<file path="src/rtl/otter_io_hub_pkg.sv">
// Shared types, default address map and decode helpers for the OTTER I/O hub.
// Build option IO_HUB_READBACK_EN, used in otter_io_hub.sv, changes nothing in this package.
package otter_io_pkg;

  typedef logic [31:0] word_t;

  localparam word_t OUT_BASE_DEFAULT = 32'h1100C000;
  localparam word_t IN_BASE_DEFAULT  = 32'h11008000;
  localparam word_t IRQ_BASE_DEFAULT = 32'h1100E000;

  localparam word_t IRQ_MASK_OFS = 32'h0;
  localparam word_t IRQ_PEND_OFS = 32'h4;

  typedef struct packed {
    logic       hit;
    logic [4:0] idx;
  } dec_t;

  // Word-aligned match inside [base, base + 4*n). Addresses below base wrap to a huge offset.
  function automatic dec_t addr_decode(word_t addr, word_t base, int unsigned n);
    dec_t  r;
    word_t ofs;
    ofs   = addr - base;
    r.hit = (addr[1:0] == 2'b00) && (ofs < 4 * n);
    r.idx = ofs[6:2];
    return r;
  endfunction

  function automatic logic windows_overlap(word_t a, int unsigned a_len, word_t b, int unsigned b_len);
    return (a < b + b_len) && (b < a + a_len);
  endfunction

endpackage

</file>
<file path="src/rtl/otter_io_hub_if.sv">
// MCU-side I/O bus of the OTTER hub.
// IOBUS_WR is the only qualifier: a one-cycle write strobe with no back-pressure; IOBUS_IN is a
// combinational read of IOBUS_ADDR and is always valid.
interface otter_io_hub_if;
  import otter_io_pkg::*;

  word_t IOBUS_ADDR;
  word_t IOBUS_OUT;
  logic  IOBUS_WR;
  word_t IOBUS_IN;

  modport master (output IOBUS_ADDR, output IOBUS_OUT, output IOBUS_WR, input IOBUS_IN);
  modport slave  (input IOBUS_ADDR, input IOBUS_OUT, input IOBUS_WR, output IOBUS_IN);
endinterface

</file>
<file path="src/rtl/otter_io_hub_sync_edge.sv">
// Multi-flop synchroniser with a history flop: q is the synchronised level, rise pulses one
// cycle when q goes 0->1.
module io_sync_edge #(
  parameter int STAGES = 2,
  parameter int W      = 1
) (
  input  logic         clk,
  input  logic         rst,
  input  logic [W-1:0] d,
  output logic [W-1:0] q,
  output logic [W-1:0] rise
);

  logic [STAGES-1:0][W-1:0] chain;
  logic [W-1:0]             hist;

  always_ff @(posedge clk or posedge rst) begin
    if (rst) begin
      chain <= '0;
      hist  <= '0;
    end else begin
      chain[0] <= d;
      for (int s = 1; s < STAGES; s++) chain[s] <= chain[s-1];
      hist <= chain[STAGES-1];
    end
  end

  assign q    = chain[STAGES-1];
  assign rise = q & ~hist;

endmodule

</file>
<file path="src/rtl/otter_io_hub.sv">
// Memory-mapped I/O hub: output registers, synchronised input ports and an interrupt aggregator.
// Define IO_HUB_READBACK_EN to make output registers readable at their write addresses.
module otter_io_hub
  import otter_io_pkg::*;
#(
  parameter int    N_OUT       = 4,
  parameter int    N_IN        = 4,
  parameter int    N_IRQ       = 4,
  parameter int    SYNC_STAGES = 2,
  parameter word_t BASE_OUT    = OUT_BASE_DEFAULT,
  parameter word_t BASE_IN     = IN_BASE_DEFAULT,
  parameter word_t BASE_IRQ    = IRQ_BASE_DEFAULT
) (
  input  logic                   CLK,
  input  logic                   RESET,
  otter_io_hub_if.slave          bus,
  input  logic [N_IN-1:0][31:0]  in_ports,
  output logic [N_OUT-1:0][31:0] out_ports,
  input  logic [N_IRQ-1:0]       irq_src,
  output logic                   INTR
);

  localparam int unsigned OUT_LEN   = 4 * N_OUT;
  localparam int unsigned IN_LEN    = 4 * N_IN;
  localparam word_t       MASK_ADDR = BASE_IRQ + IRQ_MASK_OFS;
  localparam word_t       PEND_ADDR = BASE_IRQ + IRQ_PEND_OFS;

  if (windows_overlap(BASE_OUT, OUT_LEN, BASE_IN, IN_LEN) ||
      windows_overlap(BASE_OUT, OUT_LEN, BASE_IRQ, 8) ||
      windows_overlap(BASE_IN, IN_LEN, BASE_IRQ, 8)) begin : g_bad_map
    $error("otter_io_hub: address windows overlap");
  end

  dec_t                  out_dec, in_dec;
  logic                  mask_sel, pend_sel;
  logic [N_IRQ-1:0]      irq_mask, irq_pend, irq_edge, irq_level_unused, pend_clr;
  logic [N_IN-1:0][31:0] in_sync, in_edge_unused;

  assign out_dec  = addr_decode(bus.IOBUS_ADDR, BASE_OUT, N_OUT);
  assign in_dec   = addr_decode(bus.IOBUS_ADDR, BASE_IN, N_IN);
  assign mask_sel = (bus.IOBUS_ADDR == MASK_ADDR);
  assign pend_sel = (bus.IOBUS_ADDR == PEND_ADDR);

  for (genvar g = 0; g < N_IN; g++) begin : g_in
    io_sync_edge #(.STAGES(SYNC_STAGES), .W(32)) u_sync (
      .clk (CLK), .rst (RESET), .d (in_ports[g]), .q (in_sync[g]), .rise (in_edge_unused[g])
    );
  end

  for (genvar g = 0; g < N_IRQ; g++) begin : g_irq
    io_sync_edge #(.STAGES(SYNC_STAGES), .W(1)) u_sync (
      .clk (CLK), .rst (RESET), .d (irq_src[g]), .q (irq_level_unused[g]), .rise (irq_edge[g])
    );
  end

  always_ff @(posedge CLK or posedge RESET) begin
    if (RESET) begin
      out_ports <= '0;
    end else begin
      for (int i = 0; i < N_OUT; i++)
        if (bus.IOBUS_WR && out_dec.hit && out_dec.idx == 5'(i)) out_ports[i] <= bus.IOBUS_OUT;
    end
  end

  assign pend_clr = (bus.IOBUS_WR && pend_sel) ? bus.IOBUS_OUT[N_IRQ-1:0] : '0;

  // A new edge ORed in after the clear, so set beats a same-cycle acknowledge.
  always_ff @(posedge CLK or posedge RESET) begin
    if (RESET) begin
      irq_mask <= '0;
      irq_pend <= '0;
      INTR     <= 1'b0;
    end else begin
      if (bus.IOBUS_WR && mask_sel) irq_mask <= bus.IOBUS_OUT[N_IRQ-1:0];
      irq_pend <= (irq_pend & ~pend_clr) | irq_edge;
      INTR     <= |(irq_pend & irq_mask);
    end
  end

  always_comb begin
    bus.IOBUS_IN = '0;
    for (int i = 0; i < N_IN; i++)
      if (in_dec.hit && in_dec.idx == 5'(i)) bus.IOBUS_IN = in_sync[i];
`ifdef IO_HUB_READBACK_EN
    for (int i = 0; i < N_OUT; i++)
      if (out_dec.hit && out_dec.idx == 5'(i)) bus.IOBUS_IN = out_ports[i];
`else
    if (out_dec.hit) bus.IOBUS_IN = '0;
`endif
    if (mask_sel) bus.IOBUS_IN = word_t'(irq_mask);
    if (pend_sel) bus.IOBUS_IN = word_t'(irq_pend);
  end

endmodule

</file>
<file path="src/flat_wrapper.sv">
// flat-port wrapper written by rule: the top's interface ports become plain ports
module otter_io_hub_flat import otter_io_pkg::*;
#(
  parameter int    N_OUT       = 4,
  parameter int    N_IN        = 4,
  parameter int    N_IRQ       = 4,
  parameter int    SYNC_STAGES = 2,
  parameter word_t BASE_OUT    = OUT_BASE_DEFAULT,
  parameter word_t BASE_IN     = IN_BASE_DEFAULT,
  parameter word_t BASE_IRQ    = IRQ_BASE_DEFAULT
)
  (CLK, RESET, in_ports, out_ports, irq_src, INTR, bus_IOBUS_ADDR, bus_IOBUS_OUT, bus_IOBUS_WR, bus_IOBUS_IN);
  otter_io_hub_if bus_i ();
  input  logic CLK;
  input  logic RESET;
  input  logic [N_IN-1:0][31:0] in_ports;
  output logic [N_OUT-1:0][31:0] out_ports;
  input  logic [N_IRQ-1:0] irq_src;
  output logic INTR;
  input wire logic [$bits(bus_i.IOBUS_ADDR)-1:0] bus_IOBUS_ADDR;
  input wire logic [$bits(bus_i.IOBUS_OUT)-1:0] bus_IOBUS_OUT;
  input wire logic [$bits(bus_i.IOBUS_WR)-1:0] bus_IOBUS_WR;
  output wire logic [$bits(bus_i.IOBUS_IN)-1:0] bus_IOBUS_IN;
  assign bus_i.IOBUS_ADDR = bus_IOBUS_ADDR;
  assign bus_i.IOBUS_OUT = bus_IOBUS_OUT;
  assign bus_i.IOBUS_WR = bus_IOBUS_WR;
  assign bus_IOBUS_IN = bus_i.IOBUS_IN;
  otter_io_hub #(.N_OUT(N_OUT), .N_IN(N_IN), .N_IRQ(N_IRQ), .SYNC_STAGES(SYNC_STAGES), .BASE_OUT(BASE_OUT), .BASE_IN(BASE_IN), .BASE_IRQ(BASE_IRQ)) u_core (.CLK(CLK), .RESET(RESET), .bus(bus_i), .in_ports(in_ports), .out_ports(out_ports), .irq_src(irq_src), .INTR(INTR));
endmodule
</file>
<file path="config.mk">
export PLATFORM = sky130hd
export DESIGN_NAME = otter_io_hub_flat
export DESIGN_NICKNAME = d
export VERILOG_FILES = /design/src/rtl/otter_io_hub_pkg.sv /design/src/rtl/otter_io_hub_if.sv /design/src/rtl/otter_io_hub_sync_edge.sv /design/src/rtl/otter_io_hub.sv /design/src/flat_wrapper.sv
export SDC_FILE = /design/constraint.sdc
export NUM_CORES = 1
export LEC_CHECK = 0
export CAP_MARGIN = 20
export CORE_MARGIN = 1
export CORE_UTILIZATION = 40
export CTS_CLUSTER_SIZE = 30
export DETAILED_ROUTE_END_ITERATION = 8
export PLACE_DENSITY_LB_ADDON = 0.05
export SLEW_MARGIN = 0
export SYNTH_ARGS = -nofsm -noshare
export SYNTH_HDL_FRONTEND = slang
export SYNTH_SLANG_ARGS = --single-unit
</file>
<file path="constraint.sdc">
create_clock -name CLK -period 17.87 [get_ports CLK]
set_clock_uncertainty 0.2 [all_clocks]
set_input_delay 3.574 -clock CLK [delete_from_list [all_inputs] [get_ports CLK]]
set_output_delay 3.574 -clock CLK [all_outputs]
set_load 0.005 [all_outputs]
</file>
-- Word-level counts from Yosys, hierarchy flattened
Cells that the tools add are included.
- reduce and logical (&&, ||, !) cells: 17
- bitwise logic cells: 12
- $add $sub $neg: 2
- eq/ne operators: 8
- $lt $le $gt $ge: 2
- multiplexer cells: 8
- operators with widths (operator ; count):
    32-bit two-way mux ; 7
    32-bit by 29-bit == test with 1-bit output (second input constant) ; 2
    32-bit by 5-bit < comparator with 1-bit output (second input constant) ; 2
    32-bit by 29-bit subtractor with 32-bit output (second input constant) ; 2
    5-bit by 2-bit == test with 1-bit output (second input constant) ; 4
    1-bit logical AND ; 13
    5-bit by 1-bit == test with 1-bit output (second input constant) ; 2
    5-bit zero test ; 2
    4-bit AND ; 2
    1-bit AND ; 4
    4-bit two-way mux ; 1
    1-bit NOT ; 4
    4-bit NOT ; 1
    4-bit bitwise OR ; 1
    4-bit OR reduction ; 1
    2-bit zero test ; 1
- input port bits: 199
- register bits: 405
- output and inout port bits: 161
- word-level logic and storage cells: 76

-- Depth between registers and ports, before layout
- word-level depth: 11
- gate-level depth with buffers: 11
- mapped depth without buffers: 9

-- Cells and area by module
From an unflattened synthesis, not the netlist that was laid out.
- cells, all modules: 1156
- area total of the unflattened synthesis: 19622.6 µm²
- modules (own cells, without submodules) (module ; area an instance (µm²) ; cells each ; times used ; seq. area each (µm²)):
    io_sync_edge at u_core.g_in[0].u_sync ... ; 3086.7 ; 161 ; 4 ; 2402.3
    otter_io_hub ; 6905.4 ; 492 ; 1 ; 3428.3
    io_sync_edge at u_core.g_irq[0].u_sync ... ; 92.6 ; 5 ; 4 ; 75.1

-- Worst setup path after synthesis
No wires, ideal clock.
- path kind: input -> output
- from: in bus_IOBUS_ADDR[15]
- to: out bus_IOBUS_IN[11]
- slack: 8492 ps
- arrival time: 5604 ps
- stages: 9
- cell sequence: inv_1 ha_1 nor2b_1 nor4b_1 o311ai_0 a2111oi_0 nand4b_1 clkbuf_1 nor2b_1
- cells in the longest elaborated chain, start to end: 11
- elaborated cells between the ends (all ways): 19
- classes of those cells: add/sub (2); order compare (2); eq/ne (2); mux (7); reduce/logical (6)
- ends and longest elaborated chain (what ; line ; source):
    start, declared ; flat_wrapper.sv:20 ; input wire logic [$bits(bus_i.IOBUS_ADDR)-1:0] bus_IOBUS_ADDR;
    32-bit by 29-bit subtractor with 32-bit output ; otter_io_hub_pkg.sv:23 ; ofs = addr - base;
    32-bit by 5-bit < comparator with 1-bit output ; otter_io_hub_pkg.sv:24 ; r.hit = (addr[1:0] == 2'b00) && (ofs < 4 * n);
    1-bit logical AND ; otter_io_hub_pkg.sv:24 ;
    1-bit logical AND ; otter_io_hub.sv:83 ; if (in_dec.hit && in_dec.idx == 5'(i)) bus.IOBUS_IN = in_sync[i];
    32-bit two-way mux (4 in series) ; otter_io_hub.sv:83 ;
    32-bit two-way mux ; otter_io_hub.sv:88 ; if (out_dec.hit) bus.IOBUS_IN = '0;
    32-bit two-way mux ; otter_io_hub.sv:90 ; if (mask_sel) bus.IOBUS_IN = word_t'(irq_mask);
    32-bit two-way mux (*) ; otter_io_hub.sv:91 ; if (pend_sel) bus.IOBUS_IN = word_t'(irq_pend);
    end, declared ; flat_wrapper.sv:23 ; output wire logic [$bits(bus_i.IOBUS_IN)-1:0] bus_IOBUS_IN;
Every way passes the cells marked *; elsewhere a longest branch is shown, timed or not.

-- Final worst setup path
- from: in bus_IOBUS_ADDR[15]
- to: out bus_IOBUS_IN[1]
The elaborated chain is that of the path after synthesis.

==> results.sh <==
export IMPL_status="finished clean"
export IMPL_tns_ns=0
export IMPL_irDropWorstVdd_mv=0.0877
export IMPL_synth_cell_types=54
export IMPL_drtPass1Iterations=4
export IMPL_grt_util_all_layers=0.178
export IMPL_ff2ff_setup_slack_ns=16.87
export IMPL_synth_area_um2=13800
export IMPL_r2r_end="u_core.out_ports[21]"
export IMPL_p_per_area_nw_per_um2=99.6
export IMPL_hold_depth=0
export IMPL_chipHeight_um=187
export IMPL_grt_use_met3=0.0557
export IMPL_ys_warn_count=0
export IMPL_slew_violations=0
export IMPL_hold_violations=0
export IMPL_synth_seq_cells=405
export IMPL_dp_hpwl_um=20500
export IMPL_ctsHoldBuffers=0
export IMPL_dr_total_vias=7659
export IMPL_critPathMaxFanout=7
export IMPL_core_area_um2=33700
export IMPL_p_leak_nw=8.53
export IMPL_layout_commonest_cell="dfrtp_1"
export IMPL_wl_um=30300
export IMPL_drc_errors=0
export IMPL_min_from="u_core.g_in[3].u_sync.chain[10]"
export IMPL_timing_rr_start="u_core.out_ports[21]"
export IMPL_first_global_vias=8336
export IMPL_whs_ns=0.143
export IMPL_clkLatencyLatePin_ns=0.53
export IMPL_overflow=0
export IMPL_ant_nets=0
export IMPL_ys_seq_area_frac=0.737
export IMPL_globalRouteMet2Util=0.284
export IMPL_worstSetupStartpointType="primary input"
export IMPL_numCtsBuffers=42
export IMPL_synth_edf_count=0
export IMPL_syn_num_nets=969
export IMPL_htree_levels=2
export IMPL_relSlewSlack=0.403
export IMPL_area_growth_pct=39.2
export IMPL_critPathKind="primary input to output pin"
export IMPL_rsz0062_at_grt="false"
export IMPL_register_area_um2=10100
export IMPL_postSynthCellCount=768
export IMPL_clk_path_buf_depth=3
export IMPL_drt_iter0_markers=240
export IMPL_viasPerCell=4.70
export IMPL_hp_class="flip-flop to flip-flop"
export IMPL_multiInputGateArea_um2=3360
export IMPL_gp_congestion=0.802
export IMPL_end_kind="output pin"
export IMPL_syn_area_per_cell_um2=17.9
export IMPL_grt_pass1_wl_um=48300
export IMPL_setup_violations=0
export IMPL_ios=360
export IMPL_fp_dieW_um=187
export IMPL_synth_flop_cell="dfrtp_1"
export IMPL_start_util=0.408
export IMPL_period_minus_slack_ns=10.72
export IMPL_die_area_um2=35100
export IMPL_worst_slew_pin_slew_ns=0.896
export IMPL_grt_start_max_net_pins=167
export IMPL_antenna_found_initial=1
export IMPL_async_reset_ff_frac=1.00
export IMPL_worstPathRequired_ns=14.10
export IMPL_fp_row_count=67
export IMPL_cts_tree="done"
export IMPL_arrival_ns=6.95
export IMPL_reg2reg_depth=1
export IMPL_use_met1=0.235
export IMPL_fmaxAchievable_mhz=93.3
export IMPL_clk_pin_slew_ns=0.06
export IMPL_post_cts_buffers=0
export IMPL_finalCritPeriodShare=0.600
export IMPL_final_cell_mix="dfrtp_1 (405), clkdlybuf4s50_1 (357), mux2_2 (110)"
export IMPL_drive_gt1_frac=0.208
export IMPL_cts_sinks=405
export IMPL_busiest_layer="met2"
export IMPL_root_buffer="clkbuf_16"
export IMPL_wire_per_inst_um=18.6
export IMPL_maxCapViolations=0
export IMPL_cts_resized_gates=0
export IMPL_nNetsFinal=1353
export IMPL_fin_util=0.568
export IMPL_whs_endpoint="u_core.g_in[3].u_sync.q[10]"
export IMPL_io_buffer_count=359
export IMPL_fillers=2744
==> through the flow <==
step	std cells	cell area [µm²]	power (mW)	setup WS, ns
5_1_grt	1628	19100	1.99	6.83
3_3_place_gp	1556	17800	1.08	7.22
3_5_place_dp	1556	17800	1.08	7.17
4_1_cts	1628	19100	1.94	7.14
2_1_floorplan	768	13800	1.01	2.83
6_report	1629	19100	1.91	7.15
==> kinds of logic (layout without fill, tap and decap cells) <==
family | after synthesis | in the layout | synth area share
buf+inv | 41 | 453 | 0.0191
xor+xnor | 7 | 7 | 0.00446
other cells | 0 | 1 | 0
compound gates | 40 | 40 | 0.0233
mux | 170 | 170 | 0.171
flops | 405 | 405 | 0.737
simple gates | 103 | 103 | 0.0438
fa+ha+maj | 2 | 2 | 0.00182
==> synth_stat cells (all sizes together) (3+ instances only) <==
cell type	instances	area share
dfrtp	405	0.74
mux2	134	0.12
mux4	32	0.052
nor2b	30	0.014
buf	18	0.013
nand2	18	0.0049
inv	12	0.0033
nor2	12	0.0035
clkbuf	11	0.0030
nor3	11	0.0040
o21ai	6	0.0022
nand3	5	0.0018
nor4	5	0.0023
a22o	4	0.0025
mux2i	4	0.0029
nand4	4	0.0032
o31ai	4	0.0022
o32ai	4	0.0025
xor2	4	0.0025
a2111oi	3	0.0037
a21oi	3	0.0011
a31oi	3	0.0014
nand4b	3	0.0019
nor4b	3	0.0019
xnor2	3	0.0019
==> final cells by class <==
| class | count | area share |
|---|---|---|
| Sequential cell | 405 | 0.529 |
| Timing Repair Buffer | 369 | 0.192 |
| Multi-Input combinational cell | 322 | 0.175 |
| Clock buffer | 64 | 0.0655 |
| Tap cell | 448 | 0.0293 |
| Clock inverter | 8 | 0.00608 |
| Inverter | 12 | 0.00274 |
| Antenna cell | 1 | 0.000131 |
==> power by group <==
part	switching [mW]	total, mW	leakage [nW]	internal, mW
Combinational	0.0456	0.103	2.84	0.0570
Sequential	0.00736	0.955	5.02	0.948
Clock	0.338	0.850	0.673	0.512
==> per-layer routing <==
layer,vias up,share of wire
li1,3470,-
met1,3850,0.43
met2,290,0.47
met3,47,0.081
met4,2,0.020
met5,-,0.00040
==> sequential cells by signal, summed over array words and instances, names as in the netlist <==
register,cells
u_core.g_irq.u_sync.chain,4
u_core.g_irq.u_sync.hist,4
u_core.g_in.u_sync.q,128
u_core.INTR,1
u_core.g_irq.u_sync.q,4
u_core.irq_mask,4
u_core.g_in.u_sync.chain,128
u_core.out_ports,128
u_core.irq_pend,4
==> critical path: stages <==
cell and delay (ns):
clkdlybuf4s50_1 0.64, inv_1 0.10, ha_1 0.23, nor2b_1 0.19, nor4b_1 0.35, o311ai_0 0.18, a2111oi_0 0.48, nand3_1 0.29
o32ai_1 0.35, clkdlybuf4s50_1 0.56
==> how the worst max path moves through the flow <==
stage / from / endpoint / slack [ns] / cells past startpoint
floorplan: RESET / u_core.INTR / 2.83 / 1
global placement: bus_IOBUS_ADDR[15] / bus_IOBUS_IN[1] / 7.22 / 10
detailed placement: bus_IOBUS_ADDR[15] / bus_IOBUS_IN[1] / 7.17 / 10
CTS: bus_IOBUS_ADDR[15] / bus_IOBUS_IN[1] / 7.14 / 10
global route: bus_IOBUS_ADDR[15] / bus_IOBUS_IN[21] / 6.83 / 11
finish: bus_IOBUS_ADDR[15] / bus_IOBUS_IN[1] / 7.15 / 10
No activity file was read; power rests on OpenSTA's default activity.
